$ cat src/rtl/mul6u_share_arb.sv
// Round-robin arbiter plus two-stage operand/result pipeline that time-shares one
// external 6x6 unsigned (approximate) multiplier among NREQ requesters.
module mul6u_share_arb #(
  parameter int NREQ = 4,
  parameter int IDW  = 2
) (
  input  logic              clk,
  input  logic              rst_n,
  input  logic [NREQ-1:0]   req_valid,
  input  logic [6*NREQ-1:0] req_a,
  input  logic [6*NREQ-1:0] req_b,
  output logic [NREQ-1:0]   req_ready,
  output logic [5:0]        mul_a,
  output logic [5:0]        mul_b,
  input  logic [11:0]       mul_o,
  output logic              rsp_valid,
  input  logic              rsp_ready,
  output logic [11:0]       rsp_o,
  output logic [IDW-1:0]    rsp_id,
  output logic [15:0]       txn_cnt
);

  logic [IDW-1:0]  ptr;
  logic [IDW-1:0]  ptr_next;
  logic            s1_v;
  logic [5:0]      s1_a;
  logic [5:0]      s1_b;
  logic [IDW-1:0]  s1_id;

  logic            adv1;
  logic            adv2;
  logic            accept;
  logic            found;
  logic [IDW-1:0]  grant_id;
  logic [IDW-1:0]  scan_id;
  logic [IDW:0]    scan_sum;
  logic [NREQ-1:0] grant;

  logic [5:0]      op_a [NREQ];
  logic [5:0]      op_b [NREQ];

  for (genvar g = 0; g < NREQ; g++) begin : g_unpack
    assign op_a[g] = req_a[6*g +: 6];
    assign op_b[g] = req_b[6*g +: 6];
  end

  assign adv2 = !rsp_valid || rsp_ready;
  assign adv1 = !s1_v || adv2;

  // Scan cyclically from ptr; the grant is also gated by reset so nothing is
  // offered while the pipeline is being cleared.
  always_comb begin
    grant    = '0;
    grant_id = '0;
    found    = 1'b0;
    scan_sum = '0;
    scan_id  = '0;
    for (int k = 0; k < NREQ; k++) begin
      scan_sum = {1'b0, ptr} + (IDW+1)'(k);
      if (scan_sum >= (IDW+1)'(NREQ)) begin
        scan_sum = scan_sum - (IDW+1)'(NREQ);
      end
      scan_id = scan_sum[IDW-1:0];
      if (!found && req_valid[scan_id]) begin
        found    = 1'b1;
        grant_id = scan_id;
      end
    end
    if (found && adv1 && rst_n) begin
      grant[grant_id] = 1'b1;
    end
  end

  assign req_ready = grant;
  assign accept    = |grant;
  assign ptr_next  = (grant_id == IDW'(NREQ-1)) ? '0 : grant_id + 1'b1;

  always_ff @(posedge clk or negedge rst_n) begin
    if (!rst_n) begin
      ptr   <= '0;
      s1_v  <= 1'b0;
      s1_a  <= '0;
      s1_b  <= '0;
      s1_id <= '0;
    end else if (accept) begin
      ptr   <= ptr_next;
      s1_v  <= 1'b1;
      s1_a  <= op_a[grant_id];
      s1_b  <= op_b[grant_id];
      s1_id <= grant_id;
    end else if (adv1) begin
      s1_v  <= 1'b0;
    end
  end

  // Result payload only moves when a real entry arrives, so a stalled or
  // drained response keeps its last product and ID.
  always_ff @(posedge clk or negedge rst_n) begin
    if (!rst_n) begin
      rsp_valid <= 1'b0;
      rsp_o     <= '0;
      rsp_id    <= '0;
    end else if (adv2) begin
      rsp_valid <= s1_v;
      if (s1_v) begin
        rsp_o  <= mul_o;
        rsp_id <= s1_id;
      end
    end
  end

  always_ff @(posedge clk or negedge rst_n) begin
    if (!rst_n) begin
      txn_cnt <= '0;
    end else if (rsp_valid && rsp_ready) begin
      txn_cnt <= txn_cnt + 16'd1;
    end
  end

  assign mul_a = s1_a;
  assign mul_b = s1_b;

endmodule

$ cat config.mk
export PLATFORM = sky130hd
export DESIGN_NAME = mul6u_share_arb
export DESIGN_NICKNAME = d
export VERILOG_FILES = /design/src/rtl/mul6u_share_arb.sv
export SDC_FILE = /design/constraint.sdc
export NUM_CORES = 1
export LEC_CHECK = 0
export CAP_MARGIN = 20
export CORE_MARGIN = 1
export CORE_UTILIZATION = 44
export CTS_CLUSTER_DIAMETER = 30
export DETAILED_ROUTE_END_ITERATION = 10
export PLACE_DENSITY = 0.95
export SLEW_MARGIN = 0
export SYNTH_ARGS = -nofsm -noshare
export SYNTH_HDL_FRONTEND = slang
export SYNTH_SLANG_ARGS = --single-unit
$ cat constraint.sdc
create_clock -name clk -period 3.99 [get_ports clk]
set_input_delay 0.399 -clock clk [delete_from_list [all_inputs] [get_ports clk]]
set_output_delay 0.399 -clock clk [all_outputs]
set_load 0.01 [all_outputs]
Word level (Yosys, flattened, before mapping)

Index checks and enable logic that the tools add are counted.

$add $sub $neg: 9
$lt $le $gt $ge: 11
Equal/unequal tests: 1
Mux-type cells: 32
Bitwise operators: 1
Reduce and logical (&&, ||, !) cells: 17

Operators with widths:

| cell                    | number |
|---|---|
| $bmux W6 S2             | 2 |
| $mux W6                 | 4 |
| $mux W2                 | 9 |
| $add A16 B1 Y16 const B | 1 |
| $lt A2 B3 Y1 const B    | 5 |
| $ge A3 B3 Y1 const B    | 4 |
| $mux W1                 | 11 |
| $bmux W1 S2             | 4 |
| $sub A2 B1 Y2 const B   | 4 |
| $logic_and A1 B1 Y1     | 7 |
| $add A2 B2 Y3 const B   | 2 |
| $logic_not A1 Y1        | 5 |
| $mux W4                 | 1 |
| $reduce_or A4 Y1        | 1 |
| $add A2 B1 Y3 const B   | 1 |
| $ge A2 B3 Y1 const B    | 1 |
| $not A2 Y3              | 1 |
| $add A2 B1 Y2 const B   | 1 |
| $demux W1 S2            | 1 |
| $eq A2 B2 Y1 const B    | 1 |
| $ge A2 B1 Y1 const B    | 1 |
| $logic_or A1 B1 Y1      | 2 |
| $reduce_and A2 Y1       | 1 |
| $reduce_bool A2 Y1      | 1 |

Register bits: 48
Bits of input ports: 67
Output and inout port bits: 47
Word-level logic and storage cells: 80

Longest topological paths before layout

Gate-level depths: netlist of run 1.

Depth in word-level cells: 21
Mapped depth: 12
Depth with buffers taken out: 8

Worst setup path after synthesis of run 1

OpenSTA, ideal clock, no wires.

Kind: reg-to-reg
Start point: register ptr[1]
End point: register ptr[1]
Library setup time: 0.125 ns
Data arrival time: 2.325 ns
Data required time: 3.865 ns
Path slack: 1.540 ns
Stages on the path, launching flop included: 11
Path buffers: 3
Cell sequence: dfrtp_1 -> buf_2 -> mux2i_1 -> nor2_1 -> nor3_4 -> inv_2 -> buf_2 -> ha_1 -> o41a_1 -> buf_6 -> mux2_4

Longest elaborated chain between the ends: 20
Elaborated cells on any way between the ends: 49
Those cells by class: add/sub: 8; order compare: 6; eq/ne: 1; mux: 24; reduce/logical: 10

RTL lines:

| item                                                                   | line | source |
|---|---|---|
| start, declared                                                        | 23   | `logic [IDW-1:0] ptr;` |
| start signal, assigned                                                 | 86   | `ptr <= ptr_next;` |
| parallel branches: the longest is 20 deep, another holds $add A2 B1 Y3 | n/a  |  |

Parallel ways; which one is timed is not known. The select of a mux whose other input is x is not followed.
A chain may end at the register's enable or synchronous reset.

Final worst setup path of run 1

Start point: input req_valid[0]
End point: register ptr[1]

Longest elaborated chain between the ends: 18
Elaborated cells on any way between the ends: 34
Those cells by class: add/sub: 1; order compare: 2; eq/ne: 1; mux: 20; reduce/logical: 10

RTL lines:

| item                                                                      | line | source |
|---|---|---|
| start, declared                                                           | 9    | `input logic [NREQ-1:0] req_valid,` |
| $bmux W1 S2                                                               | 64   | `if (!found && req_valid[scan_id]) begin` |
| $mux W1 (implied by the code)                                             | 64   |  |
| $mux W1                                                                   | 64   |  |
| $logic_not A1 Y1                                                          | 64   |  |
| $logic_and A1 B1 Y1                                                       | 64   |  |
| $mux W1                                                                   | 64   |  |
| $logic_not A1 Y1                                                          | 64   |  |
| $logic_and A1 B1 Y1                                                       | 64   |  |
| [2 not listed]                                                            | n/a  |  |
| $logic_and A1 B1 Y1                                                       | 64   |  |
| $mux W2                                                                   | 64   |  |
| $lt A2 B3 Y1 (implied by the code) / $ge A2 B1 Y1 (equally long branches) | 70   | `grant[grant_id] = 1'b1;` |
| $logic_and A1 B1 Y1 (implied by the code)                                 | 70   |  |
| $mux W1 (implied by the code)                                             | 70   |  |
| $demux W1 S2                                                              | 70   |  |
| $mux W4                                                                   | 69   | `if (found && adv1 && rst_n) begin` |
| $reduce_or A4 Y1                                                          | 75   | `assign accept = \|grant;` |

Parallel ways exist; a longest one is shown, timed or not. The select of a mux whose other input is x is not followed.

==> results of run 1 <==
==> through the flow <==
stage / worst slack (ns) / power (uW) / hold WS (ns)
2_1_floorplan: 1.54 / 1390 / 0.103
4_1_cts: 0.869 / 2320 / 0.284
3_5_place_dp: 0.552 / 1920 / 0.478
3_3_place_gp: 0.666 / 1870 / 0.462
5_1_grt: 0.690 / 2460 / 0.309
6_report: 0.819 / 2310 / 0.254
==> final timing paths <==
| path | slack [ns] | to | from | depth (start not counted) |
|---|---|---|---|---|
| setup / recovery | 0.82 | ptr[1] | req_valid[0] | 8 |
| hold / removal | 0.25 | s1_id[0] | rst_n | 2 |
| setup reg to reg | 0.92 | ptr[1] | ptr[1] | 8 |
| hold reg to reg | 0.50 | rsp_id[0] | rsp_id[0] | 2 |
| max in group asynchronous | 3.33 | rsp_o[1] | rst_n | 2 |
| min in group clk | 0.50 | rsp_id[0] | rsp_id[0] | 2 |
==> placed cells by master, fill, tap and decap left out, types with 5 or more instances in the layout <==
| cell | n |
|---|---|
| mux2_2 | 14 |
| a22oi_1 | 12 |
| nand3_1 | 30 |
| dfrtp_1 | 48 |
| nand2_1 | 11 |
| clkdlybuf4s50_1 | 112 |
| nor2_1 | 20 |
| clkbuf_8 | 5 |
| a41oi_1 | 11 |
| xnor2_1 | 11 |
==> worst max-delay path: cells and delay by family <==
kind,cells,cell delay [ns]
mux,1,0.44
fa+ha+maj,1,0.23
compound gates,2,1.25
buf+inv,2,0.84
simple gates,2,0.19
==> per-layer routing <==
layer / vias to the layer above / routed length, um / global-route usage, %
li1: 1020 / - / -
met1: 1010 / 2360 / 26.8
met2: 119 / 3180 / 39.5
met3: 12 / 504 / 4.95
met4: 0 / 92 / 9.22
met5: - / 0 / 0
==> cell type report <==
cell class,count,area (um2),area share [%]
repair buffers,117,1160,31.6
well taps,70,87.6,2.39
clock buffers,5,68.8,1.88
clock inverters,2,60.1,1.64
inverters,5,18.8,0.513
flip-flops and latches,48,1200,32.8
multi-input cells,154,1070,29.2
==> registers in the layout (all words and copies together), names as in the netlist <==
name       count
txn_cnt       16
rsp_o         12
mul_a          6
mul_b          6
ptr            2
rsp_id         2
s1_id          2
rsp_valid      1
s1_v           1
==> cell families (layout without fill, tap and decap cells) <==
group,after synthesis,in the layout
AND/OR/NAND/NOR,80,80
flip-flops,48,48
AO/OA/AOI/OAI,40,40
multiplexers,16,16
buffers and inverters,16,129
XOR/XNOR,15,15
adder cells (fa/ha/maj),3,3
==> where the power goes <==
part           switching, uW  internal (uW)
combinational            475            613
sequential               144            680
clock                    154            247
==> summary.md, run 1 <==
| Metric | Value |
|---|---|
| Arr. time, crit path | 3.35 ns |
| Num Clock Sinks | 48 |
| CTS Buffer Depth | 2 |
| Worst endpoint required time | 4.17 ns |
| Setup crit start kind | input pin |
| RSZ-0062 raised after global routing | false |
| Worst path max stage delay | 0.81 ns |
| Largest net degree at the start of global routing | 49 |
| Final setup viols | 0 |
| Synth unique cells | 37 |
| CTS clk-pin slew, worst paths | 0.09 ns |
| Initial Util | 45.8% |
| Antenna violations before repair | 0 |
| Share of the synthesized area in the top cell type | 51.1% |
| Number of synthesized flops with an enable pin | 0 |
| Synth Warn # | 0 |
| Relative slew margins | 29.6% |
| H-tree Lvls | 2 |
| Layout cell share with drive strength beyond 1 | 9.06% |
| Commonest cells post-synth | dfrtp_1, nand3_1, nor2_1 |
| DR vias | 2161 |
| Cell Area, Synth | 0.00235 mm2 |
| Drt initial violations | 113 |
| Buffers inserted by post-CTS timing repair | 0 |
| Simple-gate share of the synthesized area | 17.0% |
| Via density | 5.39 |
| Min cycle time layout | 3.17 ns |
| Die Y | 75.1 um |
| Slew @ Worst Pin | 1.06 ns |
| Cells after Synth | 218 |
| Count leader, synth | dfrtp_1 |
| # DRC | 0 |
| Max IR drop VDD | 350 uV |
| Synth area leader | dfrtp_1 |
| Fin area | 0.00366 mm2 |
| Peak Freq | 0.315 GHz |
| Mean post-synth cell area | 10.8 um2 |
| Worst path cell trace | clkdlybuf4s50_1 -> nand2_1 -> a311oi_1 -> nor2_1 -> buf_4 -> ha_1 -> o41a_1 -> mux2_4 |
| Adder-Cell Fraction of Synth Area | 1.60% |
| Wire length per cell | 15.3 um |
| Die width | 75.1 um |
| Syn nets | 288 |
| Largest cells by area after synthesis | dfrtp_1, mux2_2, nand3_1, a41oi_1, xnor2_1 |
| Clock skew | 0.00643 ns |
| Final HPWL DP | 4740 um |
| Hold Violations, Final | 0 |
| First-pass GRT wire length | 9380 um |
| Crit path kind | input pin to flip-flop |
| Number of cells upsized or downsized after cts | 0 |
| Post-Place Cells | 393 |
| CTS tree | built |
| Final number of max-transition violations | 0 |
| Post-DRT Antenna Nets | 0 |
| Crit end category | flip-flop |
| Max-cap check violation count | 0 |
| Router iterations before antenna repair | 4 |
| Worst-Skew Late Latency | 0.29 ns |
| CTS root buf | clkbuf_8 |
| Core area | 0.00514 mm2 |
| Seq/Total Area, Yosys | 51.1% |
| # hold bufs at CTS | 0 |
| Grt total ovfl | 0 |
| NumNets Final | 401 |
| Ports | 114 |
| Worst min path class | input pin to asynchronous set/reset pin |
| Final cell count without fillers | 401 |
| Vias in the first global route | 2059 |
| Layout fillers | 401 |
| Outcome | complete, no violations |
| Crit Path Max Fanout | 29 |
| Final core utilization | 71.2% |
| Placer Congestion | 0.802 |
| Row count | 26 |
| IO Port Bufs | 113 |
| P_leak | 0.00148 uW |
| Ys flop type | dfrtp_1 |
| GR Util All Layers | 22.6% |
| Final worst path period share | 79.5% |
| Total Wirelength | 6130 um |
| CP max stage cell | o41a_1 |
| PD cells | 632 mW/mm2 |
| Post-synthesis mux area share | 7.77% |
| Main combinational cell family by area after synthesis | simple AND/OR/NAND/NOR gates |
| Number of diodes | 0 |
| Yosys reg bits | 48 |
| Area Growth Syn to Fin | 55.6% |
| Placed Area | 0.00352 mm2 |
| TNS Setup | 0 ns |
| Die area | 0.00564 mm2 |
| Synth Area in Compound Gates | 13.4% |
| Asr flop ratio synth | 100% |
| CTS buffer count | 5 |
| XOR/XNOR Fraction of Synth Area | 5.59% |
Note: power is estimated with default switching activity, not from simulation.
==> run 2, diff against run 1 <==
Settings changed: CORE_UTILIZATION 44 to 41, PLACE_DENSITY 0.95 to 0.91.
Clock period 3.99 ns to 3 ns, I/O delays scaled along.
==> run 2 against run 1 <==
  * Clock power increased by 32%
  * Die area rose by 7.1%
  * Power up 34%
  * Wire length down 1.8%
  * Critical path depth is 1 lower
  * Worst setup slack got worse by 0.58 ns
  * Largest power group unchanged
==> summary.md, run 2 (synthesized netlist as in run 1, its figures left out) <==
| Metric | Value |
|---|---|
| Outcome | complete, no violations |
| Max-cap check violation count | 0 (unchanged) |
| Most frequent cells in the layout | clkdlybuf4s50_1, dfrtp_1, nand3_1 |
| Crit path kind | input pin to primary output |
| Critical path depth | 7 (-1) |
| Row count | 27 (+3.8%) |
| Worst path cell trace | clkdlybuf4s50_1 -> nor2b_1 -> a311oi_1 -> nor2_1 -> ha_1 -> and2_1 -> clkdlybuf4s50_1 |
| Layout fillers | 427 (+6.5%) |
| Worst path max stage delay | 0.51 ns (-0.30 ns) |
| Min cycle time layout | 2.76 ns |
| CTS root buf | clkbuf_8 |
| Initial Util | 42.7% (-3.0 points) |
| CP max stage cell | clkdlybuf4s50_1 |
| H-tree Lvls | 2 (unchanged) |
| CTS clk-pin slew, worst paths | 0.09 ns (about the same) |
| # DRC | 0 (unchanged) |
| Worst-Skew Late Latency | 0.30 ns (about the same) |
| Delay-heaviest family, CP | buffers and inverters |
| Router iterations before antenna repair | 4 (unchanged) |
| CTS tree | built |
| P_leak | 0.00149 uW (+0.91%) |
| Worst endpoint required time | 2.70 ns (-1.47 ns) |
| PD cells | 841 mW/mm2 (+33%) |
| Buf/Inv on CP | 2 (unchanged) |
| Worst hold margin | 0.114 ns (-0.139 ns) |
| Final worst path period share | 92.1% |
| Most common cell on crit path | clkdlybuf4s50_1 |
| Clock skew | 0.00667 ns (+0.000237 ns) |
| TNS Setup | 0 ns (unchanged) |
| Most common cell after layout, fill and taps aside | clkdlybuf4s50_1 |
| Core area | 0.00551 mm2 (+7.1%) |
| First-pass GRT wire length | 9760 um (+4.1%) |
| Ports | 114 (unchanged) |
| CTS buffer count | 5 (unchanged) |
| Post-Place Cells | 398 (+1.3%) |
| # hold bufs at CTS | 0 (unchanged) |
| Placer Congestion | 0.881 (+9.8%) |
| Layout cell share with drive strength beyond 1 | 9.61% (+0.55 points) |
| RSZ-0062 raised after global routing | false |
| Wire length per cell | 14.9 um (-2.8%) |
| Final HPWL DP | 4650 um (-1.9%) |
| Die area | 0.00604 mm2 (+7.1%) |
| Arr. time, crit path | 2.46 ns (-0.89 ns) |
| Storage cell area | 0.00120 mm2 (unchanged) |
| Final setup viols | 0 (unchanged) |
| DR vias | 2164 (+0.14%) |
| Number of cells upsized or downsized after cts | 0 (unchanged) |
| IO Port Bufs | 113 (unchanged) |
| Reg2Reg Depth | 8 (unchanged) |
| Buffers inserted by post-CTS timing repair | 0 (unchanged) |
| Crit end category | primary output |
| Biggest register | txn_cnt |
| Total Wirelength | 6020 um (-1.8%) |
| Final number of max-transition violations | 0 (unchanged) |
| Multi-input logic area | 0.00107 mm2 (unchanged) |
| Area Growth Syn to Fin | 56.9% |
| Grt total ovfl | 0 (unchanged) |
| Max IR drop VDD | 376 uV (+7.4%) |
| Num Clock Sinks | 48 (unchanged) |
| Drt initial violations | 87 (-23%) |
| Crit Path Max Fanout | 7 (-76%) |
| Number of diodes | 0 (unchanged) |
| Die width | 77.7 um (+3.5%) |
| Post-DRT Antenna Nets | 0 (unchanged) |
| GR Util All Layers | 20.8% (-1.8 points) |
| Hold Violations, Final | 0 (unchanged) |
| Number of flip-flops in the largest register | 16 (unchanged) |
| Relative slew margins | 36.3% (+6.7 points) |
| Antenna violations before repair | 0 (unchanged) |
| CTS Buffer Depth | 2 (unchanged) |
| Peak Freq | 0.362 GHz |
| Die Y | 77.7 um (+3.5%) |
| Final cell count without fillers | 405 (+1.0%) |
| Slew @ Worst Pin | 0.951 ns (-0.105 ns) |
| Vias in the first global route | 2166 (+5.2%) |
| NumNets Final | 403 (+0.50%) |
| Worst min path class | input pin to asynchronous set/reset pin |
| Largest registers | txn_cnt (16), rsp_o (12) |
| Post-place setup slack | 0.0965 ns (-0.455 ns) |
| Setup crit start kind | input pin |
| Via density | 5.34 (-0.85%) |
| Largest net degree at the start of global routing | 49 (unchanged) |
| Setup WS post-layout | 0.238 ns (-0.582 ns) |
| Final Power | 3100 uW (+34%) |
## run 2: changes by cell type in the layout (fill, tap and decap cells not counted), sizes merged
| cell | previous run | this run |
|---|---|---|
| buf | 5 | 7 |
## run 2: cell type report
| class | instances | share of cell area [%] |
|---|---|---|
| Sequential cell | 48 | 32.6 |
| Multi-Input combinational cell | 154 | 28.9 |
| Clock buffer | 5 | 1.87 |
| Clock inverter | 2 | 1.63 |
| Timing Repair Buffer | 119 | 32.1 |
| Inverter | 5 | 0.509 |
| Tap cell | 72 | 2.44 |
## run 2: path summary, 6_finish.rpt
path | start | to | slack [ns]
min in group clk | txn_cnt[15] | txn_cnt[15] | 0.48
min reg2reg | txn_cnt[15] | txn_cnt[15] | 0.48
max in group asynchronous | rst_n | rsp_o[2] | 2.50
max reg2reg | ptr[1] | mul_a[3] | 0.42
max | req_valid[2] | req_ready[3] | 0.24
min | rst_n | mul_b[3] | 0.11
## run 2: layer usage
metal | GRT usage (%) | part of all wire, %
met1 | 23.6 | 39
met2 | 37.6 | 52
met3 | 6.00 | 7.7
met4 | 5.85 | 1.8
met5 | 0 | 0
## run 2: power breakdown
group          total, uW  internal, uW  switching (uW)
combinational       1480           834             644
clock                531           328             203
sequential          1100           904             191
## run 2: per-stage QoR
stage | instance area [um2] | utilization [%]
6_report | 3690 | 67.0
5_1_grt | 3690 | 67.0
4_1_cts | 3690 | 67.0
3_5_place_dp | 3560 | 64.7
3_3_place_gp | 3560 | 64.7
2_1_floorplan | 2350 | -
